**config.mk**
```make
export PLATFORM = sky130hd
export DESIGN_NAME = game_ctrl
export DESIGN_NICKNAME = d
export VERILOG_FILES = /design/src/rtl/game_ctrl.sv
export SDC_FILE = /design/constraint.sdc
export NUM_CORES = 1
export LEC_CHECK = 0
export ABC_AREA = 1
export CAP_MARGIN = 20
export CELL_PAD_IN_SITES_DETAIL_PLACEMENT = 1
export CELL_PAD_IN_SITES_GLOBAL_PLACEMENT = 1
export CORE_MARGIN = 2
export CORE_UTILIZATION = 31
export CTS_BUF_LIST = sky130_fd_sc_hd__clkbuf_2 sky130_fd_sc_hd__clkbuf_4 sky130_fd_sc_hd__clkbuf_8
export DETAILED_ROUTE_END_ITERATION = 10
export PLACE_DENSITY = 0.76
export SLEW_MARGIN = 15
export SYNTH_ARGS = -nofsm -noshare
export SYNTH_HDL_FRONTEND = slang
export SYNTH_SLANG_ARGS = --single-unit
```
**constraint.sdc**
```tcl
create_clock -name clk -period 1.4 [get_ports clk]
set_input_delay 0.21 -clock clk [delete_from_list [all_inputs] [get_ports clk]]
set_output_delay 0.21 -clock clk [all_outputs]
set_load 0.02 [all_outputs]
```
**src/rtl/game_ctrl.sv**
```systemverilog
// Game sequencer for the bird-and-pipes LED game: button conditioning, IDLE/PLAY/OVER
// state machine, collision detect, pipe-scroll tick divider and a saturating BCD score.
module game_ctrl #(
    parameter int ROWS      = 8,
    parameter int TICK_BITS = 7
) (
    input  logic            clk,
    input  logic            reset,
    input  logic            key_raw,
    input  logic [ROWS-1:0] bird,
    input  logic [ROWS-1:0] pipe_col,
    input  logic            pipe_pass,
    output logic            ongoing,
    output logic            gameOver,
    output logic            press,
    output logic            tick,
    output logic [3:0]      score_ones,
    output logic [3:0]      score_tens
);

    typedef enum logic [1:0] {IDLE = 2'd0, PLAY = 2'd1, OVER = 2'd2} state_e;

    state_e               state_q, state_d;
    logic                 sync1_q, sync2_q, prev_q;
    logic [TICK_BITS-1:0] cnt_q, cnt_d;
    logic [3:0]           ones_q, ones_d, tens_q, tens_d;
    logic                 press_rise, collision, tick_d;

    always_ff @(posedge clk) begin
        if (!reset) begin
            state_q <= IDLE;
            sync1_q <= 1'b0;
            sync2_q <= 1'b0;
            prev_q  <= 1'b0;
            cnt_q   <= '0;
            ones_q  <= 4'd0;
            tens_q  <= 4'd0;
        end else begin
            state_q <= state_d;
            sync1_q <= key_raw;
            sync2_q <= sync1_q;
            prev_q  <= sync2_q;
            cnt_q   <= cnt_d;
            ones_q  <= ones_d;
            tens_q  <= tens_d;
        end
    end

    assign press_rise = sync2_q & ~prev_q;
    // Empty bird vector means the bird flew off the display; treated as a crash.
    assign collision  = (|(bird & pipe_col)) || (bird == '0);

    always_comb begin
        state_d  = state_q;
        cnt_d    = '0;
        ones_d   = ones_q;
        tens_d   = tens_q;
        ongoing  = 1'b0;
        gameOver = 1'b0;
        tick_d   = 1'b0;
        case (state_q)
            IDLE: begin
                if (press_rise) begin
                    state_d = PLAY;
                    ones_d  = 4'd0;
                    tens_d  = 4'd0;
                end
            end
            PLAY: begin
                ongoing = 1'b1;
                tick_d  = (cnt_q == '1);
                if (collision) begin
                    state_d = OVER;
                end else begin
                    cnt_d = cnt_q + TICK_BITS'(1);
                    if (pipe_pass && !(ones_q == 4'd9 && tens_q == 4'd9)) begin
                        if (ones_q == 4'd9) begin
                            ones_d = 4'd0;
                            tens_d = tens_q + 4'd1;
                        end else begin
                            ones_d = ones_q + 4'd1;
                        end
                    end
                end
            end
            OVER: begin
                ongoing  = 1'b1;
                gameOver = 1'b1;
                if (press_rise) state_d = IDLE;
            end
            default: state_d = IDLE;
        endcase
    end

    assign press      = sync2_q;
    assign tick       = tick_d;
    assign score_ones = ones_q;
    assign score_tens = tens_q;

endmodule
```
==> metrics.txt, run 1 <==
status finished, violations left; violated checks negative setup slack; Yosys reg bits 20; DP Worst Slack -0.5091 ns; most area-hungry cell type in the Yosys netlist dfxtp_1; Tcrit/Tclk final 113.2%; all-layer global routing usage between 20% and 30%; post-route setup slack -0.1844 ns; Die X roughly 65 um; Max Buffers Root-to-Sink 2; Tot Pwr approximately 2500 uW; die area ~4200 um2; met1 Use GR around a quarter; area share of the largest cell type after synthesis between 30 and 40%; DRT Pass-1 Iters 4; Unique masters post-synth 23; root buf cell clkbuf_8; cells after synthesis ~170; clk sink count 20; clock period minus worst slack between 1.5 and 2 ns; crit-path max FO 5; Final Non-Filler Cells ~280; Hold Crit Class reg -> reg; Seq/Total Area, Yosys around a third; worst slew pin tran approximately 0.39 ns; final setup vio count 11; P&R area growth vs syn 72.03%; met3 Usage GRT a little over 4%; Buf/Inv on CP 3; Startpoint Class register; Reg area slightly above 400 um2; die height 65.14 um; drt via density 4.926; Worst Setup End Kind register; crit-path leading delay family simple AND/OR/NAND/NOR gates; I/O pins 32; Final Core Density a little over half; synthesized net count 200; PwrDens 1279 nW/um2; Detail Placement HPWL 2769 um; kind of critical path reg -> reg; setup TNS -1.447 ns; Final #Nets roughly 260; antenna-violating nets left 0; Placer Congestion around 0.84; Post-CTS Hold Buffers 0; Slew HR between 70% and 80%; cells along the critical path inv_4 -> ha_4 -> buf_6 -> nand2_2 -> inv_2 -> nand2_4 -> a21oi_4 -> nand4_1 -> nand2_1 -> nor2_1; initial core utilization 31.89%; CTS H-tree depth 1; Req. time, crit path 1.57 ns; grt total ovfl 0; via count of the routed design roughly 1.4k; multi-input logic area around 830 um2; largest cells by area after synthesis dfxtp_1, nand2_1, inv_1; drc violations 0; max-slew violation count 0; # diodes 0; Max IR drop VDD 777.1 uV; Num CTS Buffers 3; fillers roughly 470; Fin Clk Skew 0.005053 ns; Row Count 22; core area about 3600 um2; port bufs 31; GRT busiest layer met2; Avg Inst Size Synth 6.659 um2; Clock transition at path regs around 0.080 ns; met2 Use GR 38.79%; vias in the first global route between 1k and 1.5k; Hold Violations, Final 0; largest net degree at the start of global routing 12; slowest stage delay, CP 0.36 ns; YS warnings 0; Routed Wire Length roughly 4800 um; DRT iter0 DRCs 30; initial antenna violation count 0; crit path max-delay cell type dfxtp_4; global-route wire length before repair 6762 um; Worst-Skew Late Latency approximately 0.27 ns; Routed WL per cell ~17 um; crit path DAT 1.76 ns; share of layout cells above drive strength 1 39.15%; RSZ-0062 raised after global routing yes; Post-Syn Area about 1200 um2; MaxCap Viol Count 0; FMAX ~630 MHz; CTS tree done; leakage power around 0.00094 uW; placed cells 273
placed cells by master (no fill, tap or decap), drive strengths merged:
cell type	n
dlymetal6s2s	6
dlygate4sd2	9
dfxtp	20
inv	30
nand2	51
o21a	1
a21oi	12
nor3	2
nor3b	2
buf	30
clkdlybuf4s50	13
clkbuf	4
nand3	11
xor2	3
nand3b	1
o22ai	1
o21ai	3
ha	6
nand4	5
nor2	25
layer usage:
metal / vias to the layer above / wire length [um]
met1: 692 / 1845
met4: 0 / 174
met2: 25 / 2679
li1: 663 / -
met5: - / 0
met3: 14 / 114
cells in the mapped netlist:
master,number
nand3_4,1
nor3_1,2
a21oi_1,10
nor2_1,24
o22ai_1,1
o21ai_0,3
nand2_1,46
nand3b_1,1
nor2_2,1
nand3_1,10
buf_2,1
inv_1,29
o21a_1,1
ha_1,6
nand4_1,5
dfxtp_1,20
nand2_4,1
nor3b_1,2
xor2_1,3
a21oi_4,1
inv_2,1
buf_4,1
nand2_2,4
state kept, by name, indices dropped and copies added, names as in the netlist:
| register | flops |
|---|---|
| score_ones | 4 |
| press | 1 |
| cnt_q | 7 |
| score_tens | 4 |
| prev_q | 1 |
| sync1_q | 1 |
| state_q | 2 |
final cells by class:
type                    count  area share (%)
clock buffers               4           2.762
inverters                  30           5.775
multi-input cells         123           41.75
flip-flops and latches     20           20.84
well taps                  48           3.013
repair buffers             58           25.86
logic make-up (layout without fill, tap and decap cells):
kind of cell,Yosys count,after routing,synth area share [%]
AOI/OAI and AO/OA,16,17,8.208
xor gates and xnor gates,3,3,2.268
adders and majority gates,6,6,6.479
buffers and inverters,32,92,10.80
DFF,20,20,34.56
and+or+nand+nor,97,97,37.69
path summary, 6_finish.rpt:
kind,endpoint,depth (start not counted),slack [ns],start
worst max-delay path,score_tens[2],10,-0.18,state_q[1]
worst min-delay path,press,2,0.43,sync1_q
worst max register to register,score_tens[2],10,-0.18,state_q[1]
worst min register to register,press,2,0.43,sync1_q
worst register-to-register path, delay by kind of cell (launching register included):
family                   cells  cell delay, ns
AO/OA/AOI/OAI                1            0.28
flip-flops                   1            0.36
AND/OR/NAND/NOR              5            0.44
adder cells (fa/ha/maj)      1            0.16
buffers and inverters        3            0.24
metrics by stage:
stage | hold slack (ns) | area (um2)
floorplan | 0.3076 | 1167
global placement | 0.4044 | 1690
detailed placement | 0.4183 | 1690
CTS | 0.4387 | 1836
global route | 0.4658 | 1993
finish | 0.4315 | 1993
power by group:
group | switching (uW) | internal, uW | total [uW]
sequential | 62.3 | 639 | 701
clock | 213 | 251 | 464
combinational | 820 | 564 | 1380
total | 1090 | 1450 | 2550
what timing repair did:
action / 4_1_cts / 5_1_grt
pin swaps: 10 / 18
resized for setup: 55 / 34
buffers inserted: 1 / 4
gates cloned: 1 / 0
setup endpoints to repair: 25 / 16
(Power assumes the default switching activity.)
==> inputs of run 2 (changes only) <==
==> constraint.sdc (replaced) <==
create_clock -name clk -period 1.31 [get_ports clk]
set_input_delay 0.1965 -clock clk [delete_from_list [all_inputs] [get_ports clk]]
set_output_delay 0.1965 -clock clk [all_outputs]
set_load 0.02 [all_outputs]
==> run 2 against run 1 <==
  * Global-route usage down 2.9 points
  * Via count shrank 1.4%
  * Setup slack got worse by 0.025 ns
  * Clock-buffer cell count shrank 1
  * The run still ends with negative setup slack left
  * Register-to-register slack worse by 0.02 ns
  * Utilization rose by 1.8 points
  * Largest cell class unchanged
==> metrics.txt, run 2 (synthesis gave the netlist of run 1 again) <==
Max IR drop VDD 755.2 uV (was 777.1 uV); violated checks negative setup slack (unchanged); commonest non-fill, non-tap cell in the layout nand2_1 (unchanged); Final #Nets 263 (was 262); Slew HR 76.38% (was 74.16%); all-layer global routing usage 18.11% (was 21.04%); share of layout cells above drive strength 1 41.95% (was 39.15%); Finished Cell Area 2058 um2 (was 1993 um2); Row Count 22 (unchanged); I/O pins 32 (unchanged); antenna-violating nets left 0 (unchanged); Min Hold Slack 0.4561 ns (was 0.4315 ns); post-route setup slack -0.2090 ns (was -0.1844 ns); initial antenna violation count 0 (unchanged); RSZ-0062 raised after global routing yes (unchanged); # diodes 0 (unchanged); Final Non-Filler Cells 284 (was 283); P&R area growth vs syn 77.65% (was 72.03%); Hold Violations, Final 0 (unchanged); Final Core Density 56.65% (was 54.86%); grt total ovfl 0 (unchanged); die height 65.14 um (unchanged); worst slew pin tran 0.3540 ns (was 0.3871 ns); crit path max-delay cell type dfxtp_4 (unchanged); core area 3633 um2 (unchanged); FMAX 658.3 MHz (was 631.2 MHz); Routed WL per cell 16.29 um (was 17.01 um); DRT Pass-1 Iters 4 (unchanged); clock period minus worst slack 1.519 ns (was 1.584 ns); Fin Clk Skew 0.001844 ns (was 0.005053 ns); crit path DAT 1.72 ns (was 1.76 ns); Worst Setup End Kind register (unchanged); via count of the routed design 1374 (was 1394); Req. time, crit path 1.51 ns (was 1.57 ns); initial core utilization 31.89% (unchanged); Post-CTS Hold Buffers 0 (unchanged); final setup vio count 11 (unchanged); kind of critical path reg -> reg (unchanged); global-route wire length before repair 5982 um (was 6762 um); max-slew violation count 0 (unchanged); status finished, violations left (unchanged); placed cells 271 (was 273); Startpoint Class register (unchanged); DRT iter0 DRCs 58 (was 30); max reg flops 7 (unchanged); crit-path leading delay family simple AND/OR/NAND/NOR gates (unchanged); clk sink count 20 (unchanged); CTS tree done (unchanged); Clock transition at path regs 0.08 ns (about the same); Num CTS Buffers 3 (unchanged); CTS H-tree depth 1 (unchanged); crit-path max FO 5 (unchanged); Worst-Skew Late Latency 0.26 ns (was 0.27 ns); slowest stage delay, CP 0.37 ns (was 0.36 ns); drt via density 4.838 (was 4.926); DP Area 1707 um2 (was 1690 um2); Buf/Inv on CP 3 (unchanged); Routed Wire Length 4627 um (was 4813 um); die area 4243 um2 (unchanged); root buf cell clkbuf_8 (unchanged); Hold Crit Class reg -> reg (unchanged); Placer Congestion 0.7906 (was 0.8429); vias in the first global route 1419 (was 1451); cells along the critical path inv_4 -> ha_4 -> inv_2 -> nor2_2 -> nand2_2 -> nand2_4 -> a21oi_4 -> nand3_4 -> nand2_2 -> inv_2 -> nor2_1 (was inv_4 -> ha_4 -> buf_6 -> nand2_2 -> inv_2 -> nand2_4 -> a21oi_4 -> nand4_1 -> nand2_1 -> nor2_1); most frequent cells in the layout nand2_1, buf_4, inv_1 (was nand2_1, buf_4, inv_1, nor2_1, nand2_2); PwrDens 1475 nW/um2 (was 1279 nW/um2); leakage power 0.0009793 uW (was 0.0009374 uW); Max Buffers Root-to-Sink 2 (unchanged); Die X 65.14 um (unchanged); port bufs 31 (unchanged); MaxCap Viol Count 0 (unchanged); drc violations 0 (unchanged); largest net degree at the start of global routing 13 (was 12); Detail Placement HPWL 2587 um (was 2769 um); Tcrit/Tclk final 116.0% (was 113.2%); most flop-heavy register cnt_q (unchanged)
[run 2: cell types whose count changed in the layout (fill, tap and decap cells not counted), sizes merged]
cell and delta:
dlymetal6s2s +2, buf +1, bufinv +1, dlygate4sd2 +7, clkdlybuf4s50 -10
[run 2: final cells by class]
cell class / count / area (um2)
multi-input combinational: 123 / 862.1
clock buffer: 3 / 41.29
timing repair buffer: 59 / 530.5
inverter: 30 / 120.1
tap: 48 / 60.06
sequential: 20 / 414.1
clock inverter: 1 / 30.03
fill: 454 / 1575
[run 2: layer usage]
layer	up-vias	global-route usage (%)	share of wire [%]
li1	666	-	-
met1	659	19.36	40
met2	36	35.18	54
met3	13	3.082	2.9
met4	0	6.771	2.7
met5	-	0	0
[run 2: tightest hold or removal path: cells and delay by family (launching register included)]
| family | cells | cell delay (ns) |
|---|---|---|
| and+or+nand+nor | 1 | 0.06 |
| DFF | 1 | 0.33 |
| buffers and inverters | 1 | 0.03 |
[run 2: worst paths after layout]
check | startpoint | slack, ns | to | cells after the start
worst max-delay path | score_tens[1] | -0.21 | score_tens[2] | 11
worst min-delay path | press | 0.46 | prev_q | 2
worst max register to register | score_tens[1] | -0.21 | score_tens[2] | 11
worst min register to register | press | 0.46 | prev_q | 2
[run 2: metrics by stage]
| stage | total power (uW) | setup TNS (ns) | setup slack (ns) |
|---|---|---|---|
| after floorplan | 1407 | -0.2466 | -0.05133 |
| after global placement | 1788 | -5.596 | -0.4321 |
| after detailed placement | 1833 | -7.057 | -0.4881 |
| after CTS | 2576 | -0.7546 | -0.2042 |
| after global routing | 3174 | -2.137 | -0.2819 |
| final | 3037 | -1.528 | -0.2090 |
[run 2: report_power, final]
group	total (uW)	switching, uW	internal [uW]
clock network	637	228	408
logic	1660	966	693
registers	741	57.5	683
[run 2: repair_timing]
action,4_1_cts,5_1_grt
gates cloned,1,0
gates resized for setup,54,50
endpoints found under the setup margin,29,20
pin swaps,15,33
setup buffers,2,6
==> inputs of run 3 (changes only) <==
--- a/config.mk
+++ b/config.mk
@@ -13,7 +13,10 @@
 export CORE_UTILIZATION = 31
 export CTS_BUF_LIST = sky130_fd_sc_hd__clkbuf_2 sky130_fd_sc_hd__clkbuf_4 sky130_fd_sc_hd__clkbuf_8
 export DETAILED_ROUTE_END_ITERATION = 10
+export HOLD_SLACK_MARGIN = 0.08
+export MAX_ROUTING_LAYER = met4
 export PLACE_DENSITY = 0.76
+export SETUP_SLACK_MARGIN = 0.02
 export SLEW_MARGIN = 15
 export SYNTH_ARGS = -nofsm -noshare
 export SYNTH_HDL_FRONTEND = slang
==> run 3 against run 2 <==
  * The flow still finishes with violations (negative setup slack)
  * Clock power increased by 3.9%
  * Design area increased by 4.0%
  * Global-route usage increased by 0.71 points
  * Clock skew about the same
  * Flip-flop and latch count unchanged
  * Largest power group unchanged
==> metrics.txt, run 3 (synthesis gave the netlist of run 1 again) <==
status finished, violations left (unchanged); violated checks negative setup slack (unchanged); crit-path max FO 2 (was 5); DRT Pass-1 Iters 4 (unchanged); # diodes 0 (unchanged); Placer Congestion 0.8018 (was 0.7906); Fin Clk Skew 0.001553 ns (was 0.001844 ns); most flop-heavy register cnt_q (unchanged); Int Pwr 1772 uW (was 1785 uW); DRT iter0 DRCs 44 (was 58); placed cells 271 (unchanged); Clock transition at path regs 0.08 ns (about the same); CTS H-tree depth 1 (unchanged); CTS tree done (unchanged); worst slew pin tran 0.3679 ns (was 0.3540 ns); max reg flops 7 (unchanged); Worst-Skew Late Latency 0.28 ns (was 0.26 ns); drc violations 0 (unchanged); Num CTS Buffers 3 (unchanged); Routed Wire Length 4865 um (was 4627 um); port bufs 31 (unchanged); Min Hold Slack 0.4465 ns (was 0.4561 ns); Max IR drop VDD 758.9 uV (was 755.2 uV); leakage power 0.001014 uW (was 0.0009793 uW); crit path max-delay cell type dfxtp_2 (was dfxtp_4); clock network power share 21.9% (was 21.0%); commonest non-fill, non-tap cell in the layout nand2_1 (unchanged); final setup vio count 12 (was 11); PwrDens 1414 nW/um2 (was 1475 nW/um2); FMAX 624.0 MHz (was 658.3 MHz); max-slew violation count 0 (unchanged); Hold Violations, Final 0 (unchanged); Tot Pwr 3026 uW (was 3037 uW); via count of the routed design 1388 (was 1374); Logic pwr share 53.5% (was 54.6%); initial core utilization 31.89% (unchanged); Final Non-Filler Cells 288 (was 284); Req. time, crit path 1.11 ns (was 1.51 ns); slowest stage delay, CP 0.36 ns (was 0.37 ns); Die X 65.14 um (unchanged); all-layer global routing usage 18.82% (was 18.11%); antenna-violating nets left 0 (unchanged); Routed WL per cell 16.89 um (was 16.29 um); Final #Nets 267 (was 263); kind of critical path reg -> out (was reg -> reg); initial antenna violation count 0 (unchanged); Startpoint Class register (unchanged); Hold Crit Class in -> reg (was reg -> reg); Sw Share 41.43% (was 41.22%); P&R area growth vs syn 84.67% (was 77.65%); I/O pins 32 (unchanged); Seq pwr share 24.6% (was 24.4%); net switching power figure 1254 uW (was 1252 uW); drt via density 4.819 (was 4.838); Row Count 22 (unchanged); crit path DAT 1.41 ns (was 1.72 ns); post-route setup slack -0.2926 ns (was -0.2090 ns); Tcrit/Tclk final 122.3% (was 116.0%); Slew HR 75.45% (was 76.38%); cells along the critical path ha_4 -> nand2_4 -> nor3_4 -> nand2_1 -> nor2_2 -> buf_6 (was inv_4 -> ha_4 -> inv_2 -> nor2_2 -> nand2_2 -> nand2_4 -> a21oi_4 -> nand3_4 -> nand2_2 -> inv_2 -> nor2_1); Max Buffers Root-to-Sink 2 (unchanged); global-route wire length before repair 6051 um (was 5982 um); clock period minus worst slack 1.603 ns (was 1.519 ns); Worst Setup End Kind output port (was register); grt total ovfl 0 (unchanged); root buf cell clkbuf_8 (unchanged); largest net degree at the start of global routing 13 (unchanged); most frequent cells in the layout nand2_1, buf_4, inv_1 (unchanged); core area 3633 um2 (unchanged); Final Core Density 58.88% (was 56.65%); die height 65.14 um (unchanged); share of layout cells above drive strength 1 45.00% (was 41.95%); RSZ-0062 raised after global routing yes (unchanged); MaxCap Viol Count 0 (unchanged); vias in the first global route 1414 (was 1419); Detail Placement HPWL 2587 um (unchanged); die area 4243 um2 (unchanged); DP Worst Slack -0.4881 ns (unchanged); clk sink count 20 (unchanged)
==> run 3: routing by layer <==
metal	vias to the layer above	wire length (um)	GRT usage, %
met5	-	0	-
met4	0	235	6.510
met3	19	152	2.740
met2	32	2584	35.57
met1	660	1893	20.00
li1	677	-	-
==> run 3: power by group through the flow <==
stage / Clock (uW) / Combinational (uW) / Sequential (uW)
after floorplan: 0 / 604 / 803
after global placement: 0 / 1050 / 736
after detailed placement: 0 / 1100 / 738
after CTS: 637 / 1190 / 728
after global routing: 698 / 1720 / 751
final: 662 / 1620 / 745
==> run 3: area by class of cell <==
cell class                 count  area, um2
multi-input combinational    123      895.9
inverter                      30      120.1
fill                         458       1494
sequential                    20      414.1
timing repair buffer          63      578.1
clock inverter                 1      30.03
clock buffer                   3      41.29
tap                           48      60.06
==> run 3: through the flow <==
stage          TNS, ns  instance area (um2)
4_1_cts        -0.8758                 1852
3_3_place_gp    -5.596                 1707
5_1_grt         -2.781                 2140
6_report        -1.808                 2140
3_5_place_dp    -7.057                 1707
2_1_floorplan  -0.2466                 1199
==> run 3: path summary, 6_finish.rpt <==
| check | startpoint | end | slack (ns) | depth (start not counted) |
|---|---|---|---|---|
| max | cnt_q[1] | tick | -0.29 | 6 |
| min | key_raw | sync1_q | 0.45 | 3 |
| max reg2reg | state_q[0] | score_tens[3] | -0.21 | 7 |
| min reg2reg | press | prev_q | 0.45 | 2 |
==> run 3: timing repair <==
item,in CTS,in global routing
hold buffers,0,0
buffers inserted,5,8
setup endpoints to repair,29,21
gates resized for setup,47,68
pin swaps,7,42
cloned,1,0
==> run 3: critical path: cells and delay by family, from the launching register on <==
family | cells | cell delay [ns]
flip-flops | 1 | 0.36
adder cells (fa/ha/maj) | 1 | 0.15
buffers and inverters | 1 | 0.13
AND/OR/NAND/NOR | 4 | 0.49
